==> src/rtl/uart_mmio_pkg.sv <==
// Shared register map, status bit positions and FSM encodings for the UART peripheral.
// latency: n/a (declarations only); backpressure: n/a.
package uart_mmio_pkg;

   localparam logic [1:0] REG_DATA   = 2'd0;
   localparam logic [1:0] REG_STATUS = 2'd1;
   localparam logic [1:0] REG_DIV    = 2'd2;

   localparam int ST_TX_FULL   = 0;
   localparam int ST_TX_EMPTY  = 1;
   localparam int ST_TX_BUSY   = 2;
   localparam int ST_RX_VALID  = 3;
   localparam int ST_RX_OVR    = 4;
   localparam int ST_TX_OVF    = 5;
   localparam int ST_RX_FERR   = 6;
   localparam int ST_COUNT_LSB = 8;

   localparam logic [15:0] DIV_MIN = 16'd4;

   typedef enum logic [1:0] {TX_IDLE, TX_START, TX_DATA, TX_STOP} tx_state_t;
   typedef enum logic [1:0] {RX_IDLE, RX_START, RX_DATA, RX_STOP} rx_state_t;

   function automatic logic [15:0] clamp_div(input logic [15:0] d);
      return (d < DIV_MIN) ? DIV_MIN : d;
   endfunction

endpackage

==> src/rtl/sync_fifo.sv <==
// Show-ahead synchronous FIFO; DEPTH must be a power of two.
// latency: push visible on dout one cycle later; backpressure: push ignored when full unless a pop happens the same cycle.
module sync_fifo #(
   parameter int WIDTH = 8,
   parameter int DEPTH = 16,
   localparam int AW = $clog2(DEPTH)
) (
   input  logic             clk,
   input  logic             rst,
   input  logic             push,
   input  logic             pop,
   input  logic [WIDTH-1:0] din,
   output logic [WIDTH-1:0] dout,
   output logic             full,
   output logic             empty,
   output logic [AW:0]      count
);

   logic [WIDTH-1:0] mem [DEPTH];
   logic [AW-1:0]    wr_ptr;
   logic [AW-1:0]    rd_ptr;
   logic             do_push;
   logic             do_pop;

   assign empty   = (count == '0);
   assign full    = count[AW];
   assign dout    = mem[rd_ptr];
   assign do_pop  = pop && !empty;
   assign do_push = push && (!full || do_pop);

   always_ff @(posedge clk) begin
      if (do_push) mem[wr_ptr] <= din;
   end

   always_ff @(posedge clk) begin
      if (rst) begin
         wr_ptr <= '0;
         rd_ptr <= '0;
         count  <= '0;
      end else begin
         if (do_push) wr_ptr <= wr_ptr + AW'(1);
         if (do_pop)  rd_ptr <= rd_ptr + AW'(1);
         case ({do_push, do_pop})
            2'b10:   count <= count + (AW+1)'(1);
            2'b01:   count <= count - (AW+1)'(1);
            default: count <= count;
         endcase
      end
   end

endmodule

==> src/rtl/uart_mmio.sv <==
// RAM-style bus UART: TX FIFO feeding a serialiser, RX deserialiser into a single polled holding register.
// latency: q one cycle after a selected read; backpressure: none, DATA writes to a full FIFO are dropped and flagged.
module uart_mmio
   import uart_mmio_pkg::*;
#(
   parameter int CLK_DIV    = 434,
   parameter int FIFO_DEPTH = 16
) (
   input  logic        clk,
   input  logic        rst,
   input  logic        sel,
   input  logic [31:0] address,
   input  logic [31:0] data,
   input  logic        wren,
   output logic [31:0] q,
   output logic        uart_tx,
   input  logic        uart_rx
);

   localparam int CW = $clog2(FIFO_DEPTH) + 1;

   logic [1:0]    reg_addr;
   logic          bus_wr;
   logic          bus_rd;
   logic          rd_clr;
   logic [15:0]   div;
   logic          tx_ovf;
   logic          rx_ovr;
   logic          rx_ferr;
   logic          rx_valid;
   logic [7:0]    rx_byte;
   logic [31:0]   status;
   logic [31:0]   rd_mux;
   wire           unused_bits = ^{address[31:2], data[31:16]};

   logic          fifo_push;
   logic          fifo_pop;
   logic          fifo_full;
   logic          fifo_empty;
   logic [7:0]    fifo_dout;
   logic [CW-1:0] fifo_count;

   assign reg_addr  = address[1:0];
   assign bus_wr    = sel && wren;
   assign bus_rd    = sel && !wren;
   assign rd_clr    = bus_rd && (reg_addr == REG_DATA);
   assign fifo_push = bus_wr && (reg_addr == REG_DATA);

   sync_fifo #(.WIDTH(8), .DEPTH(FIFO_DEPTH)) u_fifo (
      .clk   (clk),
      .rst   (rst),
      .push  (fifo_push),
      .pop   (fifo_pop),
      .din   (data[7:0]),
      .dout  (fifo_dout),
      .full  (fifo_full),
      .empty (fifo_empty),
      .count (fifo_count)
   );

   // ---------------- transmit ----------------
   tx_state_t   tx_state, tx_next;
   logic [15:0] tx_cnt;
   logic [2:0]  tx_bit;
   logic [7:0]  tx_shreg;
   logic        tx_line;

   always_comb begin
      tx_next  = tx_state;
      fifo_pop = 1'b0;
      tx_line  = 1'b1;
      case (tx_state)
         TX_IDLE: begin
            if (!fifo_empty) begin
               fifo_pop = 1'b1;
               tx_next  = TX_START;
            end
         end
         TX_START: begin
            tx_line = 1'b0;
            if (tx_cnt == 16'd0) tx_next = TX_DATA;
         end
         TX_DATA: begin
            tx_line = tx_shreg[0];
            if (tx_cnt == 16'd0 && tx_bit == 3'd7) tx_next = TX_STOP;
         end
         TX_STOP: begin
            if (tx_cnt == 16'd0) begin
               if (!fifo_empty) begin
                  fifo_pop = 1'b1;
                  tx_next  = TX_START;
               end else begin
                  tx_next = TX_IDLE;
               end
            end
         end
         default: tx_next = TX_IDLE;
      endcase
   end

   // The counter reloads from div at every bit boundary, so DIV writes apply at the next bit.
   always_ff @(posedge clk) begin
      if (rst) begin
         tx_state <= TX_IDLE;
         tx_cnt   <= '0;
         tx_bit   <= '0;
         tx_shreg <= '0;
         uart_tx  <= 1'b1;
      end else begin
         tx_state <= tx_next;
         uart_tx  <= tx_line;
         if (tx_state == TX_IDLE || tx_cnt == 16'd0) tx_cnt <= div - 16'd1;
         else                                        tx_cnt <= tx_cnt - 16'd1;
         if (tx_state == TX_START)                        tx_bit <= '0;
         else if (tx_state == TX_DATA && tx_cnt == 16'd0) tx_bit <= tx_bit + 3'd1;
         if (fifo_pop)                                    tx_shreg <= fifo_dout;
         else if (tx_state == TX_DATA && tx_cnt == 16'd0) tx_shreg <= {1'b0, tx_shreg[7:1]};
      end
   end

   // ---------------- receive ----------------
   rx_state_t   rx_state, rx_next;
   logic        rx_s1, rx_s2, rx_prev;
   logic [15:0] rx_cnt;
   logic [2:0]  rx_bit;
   logic [7:0]  rx_shreg;
   logic        rx_shift;
   logic        rx_done;
   logic        rx_store;
   logic        rx_overrun;
   logic        rx_frame_err;

   always_comb begin
      rx_next  = rx_state;
      rx_shift = 1'b0;
      rx_done  = 1'b0;
      case (rx_state)
         RX_IDLE:  if (rx_prev && !rx_s2) rx_next = RX_START;
         RX_START: if (rx_cnt == 16'd0) rx_next = rx_s2 ? RX_IDLE : RX_DATA;
         RX_DATA: begin
            if (rx_cnt == 16'd0) begin
               rx_shift = 1'b1;
               if (rx_bit == 3'd7) rx_next = RX_STOP;
            end
         end
         RX_STOP: begin
            if (rx_cnt == 16'd0) begin
               rx_done = 1'b1;
               rx_next = RX_IDLE;
            end
         end
         default: rx_next = RX_IDLE;
      endcase
   end

   // A read-clear coinciding with a completing byte lets the new byte in.
   assign rx_store     = rx_done && rx_s2 && (!rx_valid || rd_clr);
   assign rx_overrun   = rx_done && rx_s2 && rx_valid && !rd_clr;
   assign rx_frame_err = rx_done && !rx_s2;

   always_ff @(posedge clk) begin
      if (rst) begin
         rx_state <= RX_IDLE;
         rx_s1    <= 1'b1;
         rx_s2    <= 1'b1;
         rx_prev  <= 1'b1;
         rx_cnt   <= '0;
         rx_bit   <= '0;
         rx_shreg <= '0;
      end else begin
         rx_state <= rx_next;
         rx_s1    <= uart_rx;
         rx_s2    <= rx_s1;
         rx_prev  <= rx_s2;
         if (rx_state == RX_IDLE)   rx_cnt <= (div >> 1) - 16'd1;
         else if (rx_cnt == 16'd0)  rx_cnt <= div - 16'd1;
         else                       rx_cnt <= rx_cnt - 16'd1;
         if (rx_state == RX_START)  rx_bit <= '0;
         else if (rx_shift)         rx_bit <= rx_bit + 3'd1;
         if (rx_shift)              rx_shreg <= {rx_s2, rx_shreg[7:1]};
      end
   end

   // ---------------- registers and bus ----------------
   always_comb begin
      status                           = '0;
      status[ST_TX_FULL]               = fifo_full;
      status[ST_TX_EMPTY]              = fifo_empty;
      status[ST_TX_BUSY]               = (tx_state != TX_IDLE);
      status[ST_RX_VALID]              = rx_valid;
      status[ST_RX_OVR]                = rx_ovr;
      status[ST_TX_OVF]                = tx_ovf;
      status[ST_RX_FERR]               = rx_ferr;
      status[ST_COUNT_LSB +: 8]        = 8'(fifo_count);
      case (reg_addr)
         REG_DATA:   rd_mux = {23'b0, rx_valid, rx_byte};
         REG_STATUS: rd_mux = status;
         REG_DIV:    rd_mux = {16'b0, div};
         default:    rd_mux = '0;
      endcase
   end

   always_ff @(posedge clk) begin
      if (rst) begin
         div      <= 16'(CLK_DIV);
         tx_ovf   <= 1'b0;
         rx_ovr   <= 1'b0;
         rx_ferr  <= 1'b0;
         rx_valid <= 1'b0;
         rx_byte  <= '0;
         q        <= '0;
      end else begin
         if (bus_wr && reg_addr == REG_DIV) div <= clamp_div(data[15:0]);

         if (fifo_push && fifo_full && !fifo_pop)                         tx_ovf <= 1'b1;
         else if (bus_wr && reg_addr == REG_STATUS && data[ST_TX_OVF])    tx_ovf <= 1'b0;
         if (rx_overrun)                                                  rx_ovr <= 1'b1;
         else if (bus_wr && reg_addr == REG_STATUS && data[ST_RX_OVR])    rx_ovr <= 1'b0;
         if (rx_frame_err)                                                rx_ferr <= 1'b1;
         else if (bus_wr && reg_addr == REG_STATUS && data[ST_RX_FERR])   rx_ferr <= 1'b0;

         if (rx_store)    rx_valid <= 1'b1;
         else if (rd_clr) rx_valid <= 1'b0;
         if (rx_store)    rx_byte  <= rx_shreg;

         if (bus_rd) q <= rd_mux;
      end
   end

endmodule

==> config.mk <==
export PLATFORM = sky130hd
export DESIGN_NAME = uart_mmio
export DESIGN_NICKNAME = d
export VERILOG_FILES = /design/src/rtl/uart_mmio_pkg.sv /design/src/rtl/sync_fifo.sv /design/src/rtl/uart_mmio.sv
export SDC_FILE = /design/constraint.sdc
export NUM_CORES = 1
export LEC_CHECK = 0
export CAP_MARGIN = 20
export CORE_MARGIN = 1
export CORE_UTILIZATION = 35
export CTS_CLUSTER_DIAMETER = 100
export DETAILED_ROUTE_END_ITERATION = 12
export GPL_TIMING_DRIVEN = 0
export PLACE_DENSITY = 0.61
export SKIP_LAST_GASP = 1
export SYNTH_ARGS = -nofsm -noshare
export SYNTH_HDL_FRONTEND = slang
export SYNTH_SLANG_ARGS = --single-unit
==> constraint.sdc <==
create_clock -name clk -period 3.55 [get_ports clk]
set_input_delay 0.5325 -clock clk [delete_from_list [all_inputs] [get_ports clk]]
set_output_delay 0.5325 -clock clk [all_outputs]
set_load 0.005 [all_outputs]
# == Word level (Yosys, flattened, before mapping) ==
# Memory sizes are Yosys's and may differ from the RTL's. A register that Yosys moved wholly into a read port is not among the register bits.
# Index checks and enable logic that the tools add are counted.
# classes
n_reduce_logical,48
n_mux,40
n_lt_le_gt_ge,1
add_sub_neg,10
n_eq_ne,21
# ops
op,count
$mux 16,4
$pmux 16 s3,1
$sub 16x1->16 const B,3
$logic_not 16->1,2
$logic_and 1x1->1,21
$mux 2,10
$ne 2x2->1 const B,9
$lt 16x3->1 const B,1
$mux 1,16
$mux 8,2
$pmux 2 s4,2
$sub 15x1->16 const B,1
$reduce_bool 2->1,7
$eq 2x2->1 const B,6
$pmux 5 s2,1
$add 4x1->4 const B,2
$eq 2x1->1 const B,4
$mux 4,2
$logic_not 1->1,7
$add 3x1->3 const B,2
$eq 3x3->1 const B,2
$logic_not 2->1,3
$add 5x1->5 const B,1
$logic_not 5->1,1
other kinds (6),10
# word_totals
ramBits,128
memories,1
inputBits,69
ff_bits,135
word_cells,143
out_inout_bits,33
# memory_table
name,depth,word_bits,read_ports,rd_ports_with_merged_regs,write_ports,line,source
u_fifo.mem,16,8,1,1,1,sync_fifo.sv:19,logic [WIDTH-1:0] mem [DEPTH];

# == Depth between registers and ports, before layout ==
# depth
ltp_word,9
depth_mapped,17
depth_no_buf,15

# == Hierarchy ==
# From an unflattened synthesis, not the netlist that was laid out.
# unflattened
hier_cells,994
area_unflattened_um2,11711.2
# by_module_without_submodules
mod,area_each_um2,n_inst,seq_area_each_um2,cells_per_inst
sync_fifo,5866.9,1,4184.0,297
uart_mmio,5844.4,1,2122.0,697

# == Least setup slack after synthesis ==
# OpenSTA, ideal clock, no wires.
# synth_timing
kind,reg2reg
start,reg tx_cnt[3]
end,reg u_fifo.count[4]
period_less_slack_ps,3563
required_time_ps,3418
stages_incl_launch_ff,16
n_path_buf,2
setup_ps,132
slack_ps,-13
t_arrival_ps,3431
cell_sequence,dfxtp_1 or4_4 or4_4 o311ai_4 and2_1 buf_4 inv_1 ha_1 clkbuf_1 xor2_1 ha_1 a21oi_1 o22ai_1 a222oi_1 or3_1 a21oi_1
# synth_between
elab_chain_len,8
word_cells_on_any_way,10
classes_between,2 x eq/ne; 3 x mux; 5 x reduce/logical
# synth_rtl
item,line,source
"start, declared",uart_mmio.sv:63,logic [15:0] tx_cnt;
"start signal, assigned",uart_mmio.sv:112,if (tx_state == TX_IDLE || tx_cnt == 16'd0) tx_cnt <= div - 16'd1;
"start signal, assigned",uart_mmio.sv:113,else tx_cnt <= tx_cnt - 16'd1;
$logic_not 16->1 *,uart_mmio.sv:88,if (tx_cnt == 16'd0) begin
$mux 1 *,uart_mmio.sv:88,
$pmux 1 s2 *,uart_mmio.sv:72,case (tx_state)
$logic_and 1x1->1 *,sync_fifo.sv:28,assign do_pop = pop && !empty;
$logic_or 1x1->1,sync_fifo.sv:29,assign do_push = push && (!full || do_pop);
$logic_and 1x1->1,sync_fifo.sv:29,
$eq 2x1->1 / $eq 2x2->1 (equally long branches),sync_fifo.sv:43,"case ({do_push, do_pop})"
$pmux 5 s2 / $reduce_bool 2->1 (equally long branches),--,
"end signal, assigned",sync_fifo.sv:44,2'b10: count <= count + (AW+1)'(1);
"end signal, assigned",sync_fifo.sv:45,2'b01: count <= count - (AW+1)'(1);
"end signal, assigned",sync_fifo.sv:46,default: count <= count;
"end, declared",sync_fifo.sv:16,output logic [AW:0] count
# Every way passes the cells marked *; elsewhere a longest branch is shown, timed or not.
# A chain may end at the register's enable or synchronous reset.

# == Worst setup path in the final report ==
# layout_timing
start,reg tx_cnt[13]
end,reg u_fifo.count[4]
# The elaborated chain is that of the path after synthesis.

==> results by group <==
Pwr
  – Power Total: approximately 8 mW
  – VDD IR max: 0.000399 V
  – Power Density: 606 nW/um^2
  – Static leakage: 4.59 nW

Die
  – DIE HEIGHT: about 180 um
  – I/O Pins: 102
  – Core box area: about 32000 sq um
  – Initial Util: 0.357
  – Die area: 33000 sq um
  – # rows: 65
  – Die Span X: ~180 um

Worst setup path
  – RR Startpoint: tx_cnt[13]
  – Crit path max fanout: 4
  – CP required: 3950 ps
  – CP startpoint: tx_cnt[13]
  – Worst r2r path cells: 13
  – Crit path kind: flip-flop to flip-flop
  – CP Data Arrival Time: 3840 ps
  – CP endpoint kind: flip-flop
  – Crit start category: flip-flop

STA
  – Final setup vio count: 0
  – Min cycle time layout: 3440 ps
  – Final period util: 0.970
  – Worst slew margin: 0.356
  – FMAX: a little under 300 MHz
  – Worst-Margin Slew: just under 1000 ps
  – Hold Vio Cnt, Final: 0
  – Clock Skew: 17.1 ps
  – Pins Over Slew Limit: 0
  – Final worst slack: 108 ps
  – RSZ-0062 raised after global routing: yes

Place
  – Port buffer count: 39
  – Post-Place Setup Slack: -645 ps
  – Placed instance area: 12300 sq um
  – Detail Placement HPWL: 19500 um
  – GP Congestion: 0.851

Min path
  – Hold Crit Depth: 1
  – Min-Delay Path Class: flip-flop to flip-flop
  – Hold Crit Start: rx_s1

GRT
  – Largest net degree at the start of global routing: 20
  – M2 GR Usage: 0.282
  – Grt total ovfl: 0
  – Vias in the first global route: 7619
  – Met3 GRT Util: 0.0259
  – GRT busiest layer: met2
  – Number of antenna violations at the first check in global routing: 0
  – GRT Overall Usage: 0.172
  – First-pass GRT wire length: 43800 um
  – GR Util met1: 0.234

Clock tree
  – CTS Root Buffer Type: clkbuf_16
  – # H-tree levels: 1
  – Cts hold-fix bufs: 0
  – TritonCTS buffer count: 27
  – Clock transition at path regs: ~60 ps
  – Skew-Pair Late Insertion Delay: between 500 and 600 ps
  – Longest Clk Path Bufs: 3
  – CTS Sinks: roughly 250
  – TritonCTS clock tree: built

Layout
  – Finished Cell Area: approximately 13000 sq um
  – Syn-to-layout area delta: 17.1%
  – ANT cells: 0
  – Layout cell share with drive strength beyond 1: 0.134
  – # nets final: 1147

Detailed routing
  – WL per Instance: 18.8 um
  – DR pass1 iterations: 5
  – 1st-iter DRT viols: 594
  – Vias/cell: 5.19
  – Antenna viol nets, final: 0
  – Post-route DRC violation count: 0
  – Vias: 7678
  – Post-Route WL: 27900 um

Synth
  – Post-synthesis simple-gate area fraction: 0.140
  – Number of synthesized flops with an enable pin: 128
  – Flops & latches, synth: 251
  – Async set-reset flop share out of synthesis: 0
  – Adder-cell share of the synthesized area: 0.0243
  – Fraction of synthesized area in multiplexers: 0.116
  – Unique masters post-synth: 63
  – Mapped Area: 11300 sq um
  – Sequential-to-total area share from yosys stat: 0.557
  – Main combinational cell family by area after synthesis: simple AND/OR/NAND/NOR gates
  – Dominant synthesized flop cell: edfxtp_1
  – Yosys Warn Count: 0
  – Syn Inst Count: 963
  – Synth Area in XOR/XNOR: 0.0449
  – Mean Syn Cell Area: approximately 12 sq um
  – Compound-gate portion of the synthesized area: 0.0788

Flow run
  – Max-cap viol count: 0

Status
  – Status: complete, no violations
[critical path: stages (launching register included)]
cell and delay, ps:
dfxtp_2 320, or4_4 550, or3_4 440, o311ai_4 400, and2_4 240, inv_4 40, ha_4 160, xor2_2 140
ha_2 190, a21oi_2 130, o22ai_1 100, a222oi_1 380, or3_1 160, a21oi_1 50
[Yosys cell counts, drive strengths merged (3+ instances only)]
master,number,area share
mux4,39,0.078
nor4,9,0.0050
mux2i,41,0.036
a22oi,6,0.0040
nand4,5,0.0028
nor2,119,0.039
or3b,3,0.0023
o21ai,15,0.0066
or3,16,0.0093
ha,22,0.024
nand2b,12,0.0066
xor2,27,0.021
buf,30,0.016
a211oi,33,0.022
a311oi,5,0.0039
clkbuf,47,0.016
xnor2,31,0.024
inv,18,0.0060
dfxtp,123,0.22
a31oi,8,0.0044
or4,10,0.0073
a221oi,5,0.0039
or2,7,0.0039
o211ai,3,0.0020
nand3,7,0.0031
nor4b,3,0.0023
edfxtp,128,0.34
nor2b,12,0.0066
nor3,40,0.019
nor3b,4,0.0027
nand2,68,0.023
a2111oi,3,0.0023
a21oi,30,0.013
nand3b,6,0.0040
[logic make-up after synthesis]
family	after synthesis
xor gates and xnor gates	58
buffers and inverters	95
AOI/OAI and AO/OA	128
and+or+nand+nor	326
DFF	251
muxes	82
other	1
adders and majority gates	22
[registers in the layout, indices dropped and copies added, names as in the netlist, 3 cells and up, named ones only]
signal,cells
u_fifo.mem,128
rx_shreg,8
rx_bit,3
u_fifo.rd_ptr,4
u_fifo.wr_ptr,4
u_fifo.count,5
tx_shreg,8
div,16
tx_cnt,16
q,16
tx_bit,3
rx_byte,8
rx_cnt,16
[what timing repair did]
item                       in CTS  in global routing
setup endpoints to repair       4                 14
pin swaps                       7                  9
gates resized for setup         8                  7
buffers inserted                6                  1
hold endpoints to repair        0                  0
[worst paths after layout]
| path | endpoint | slack (ps) |
|---|---|---|
| max | u_fifo.count[4] | 110 |
| min | rx_s2 | 400 |
| max reg2reg | u_fifo.count[4] | 110 |
| min reg2reg | rx_s2 | 400 |
[cells in the final DEF, fill, tap and decap left out, types with 7 or more instances in the layout]
cell type / count
clkdlybuf4s50_1: 39
nor3_1: 37
mux4_2: 39
nor2_1: 119
nand2_1: 68
ha_1: 20
clkbuf_1: 56
a31oi_1: 8
nor2b_1: 12
edfxtp_1: 128
a21oi_1: 29
nand3_1: 7
o21ai_0: 14
buf_4: 24
or4_1: 7
mux2i_1: 41
inv_1: 17
or3_1: 15
xnor2_1: 31
buf_2: 11
nand2b_1: 12
conb_1: 16
a211oi_1: 33
dfxtp_1: 120
clkbuf_16: 28
nor4_1: 9
xor2_1: 26
[power breakdown]
group / total (mW) / switching [mW] / leakage (nW) / internal (mW)
clock network: 2.72 / 1.14 / 0.429 / 1.58
logic: 1.95 / 1.09 / 2.01 / 0.863
registers: 3.36 / 0.151 / 2.15 / 3.20
total: 8.03 / 2.38 / 4.59 / 5.64
[stage by stage]
| step | setup TNS [ps] | hold slack, ps | util | std cells |
|---|---|---|---|---|
| global placement | -10920 | 394 | 0.387 | 1419 |
| floorplan | 0 | 389 | - | 978 |
| CTS | 0 | 406 | 0.417 | 1478 |
| global route | -136 | 420 | 0.418 | 1479 |
| finish | 0 | 405 | 0.418 | 1479 |
| detailed placement | -1340 | 392 | 0.387 | 1423 |
[cell type report]
type | instances | area (sq um)
inverters | 18 | 70.1
multi-input cells | 632 | 4680
plain buffers | 75 | 350
well taps | 402 | 503
clock inverters | 5 | 46.3
clock buffers | 45 | 817
fillers | 2997 | 18500
flip-flops and latches | 251 | 6310
repair buffers | 51 | 470
[metal layers]
layer	routed length, um	vias to the layer above	part of all wire
li1	-	3696	-
met1	12600	3702	0.45
met2	13100	231	0.47
met3	1460	49	0.052
met4	722	0	0.026
met5	0	-	0
Power figures use the tool's default switching activity.
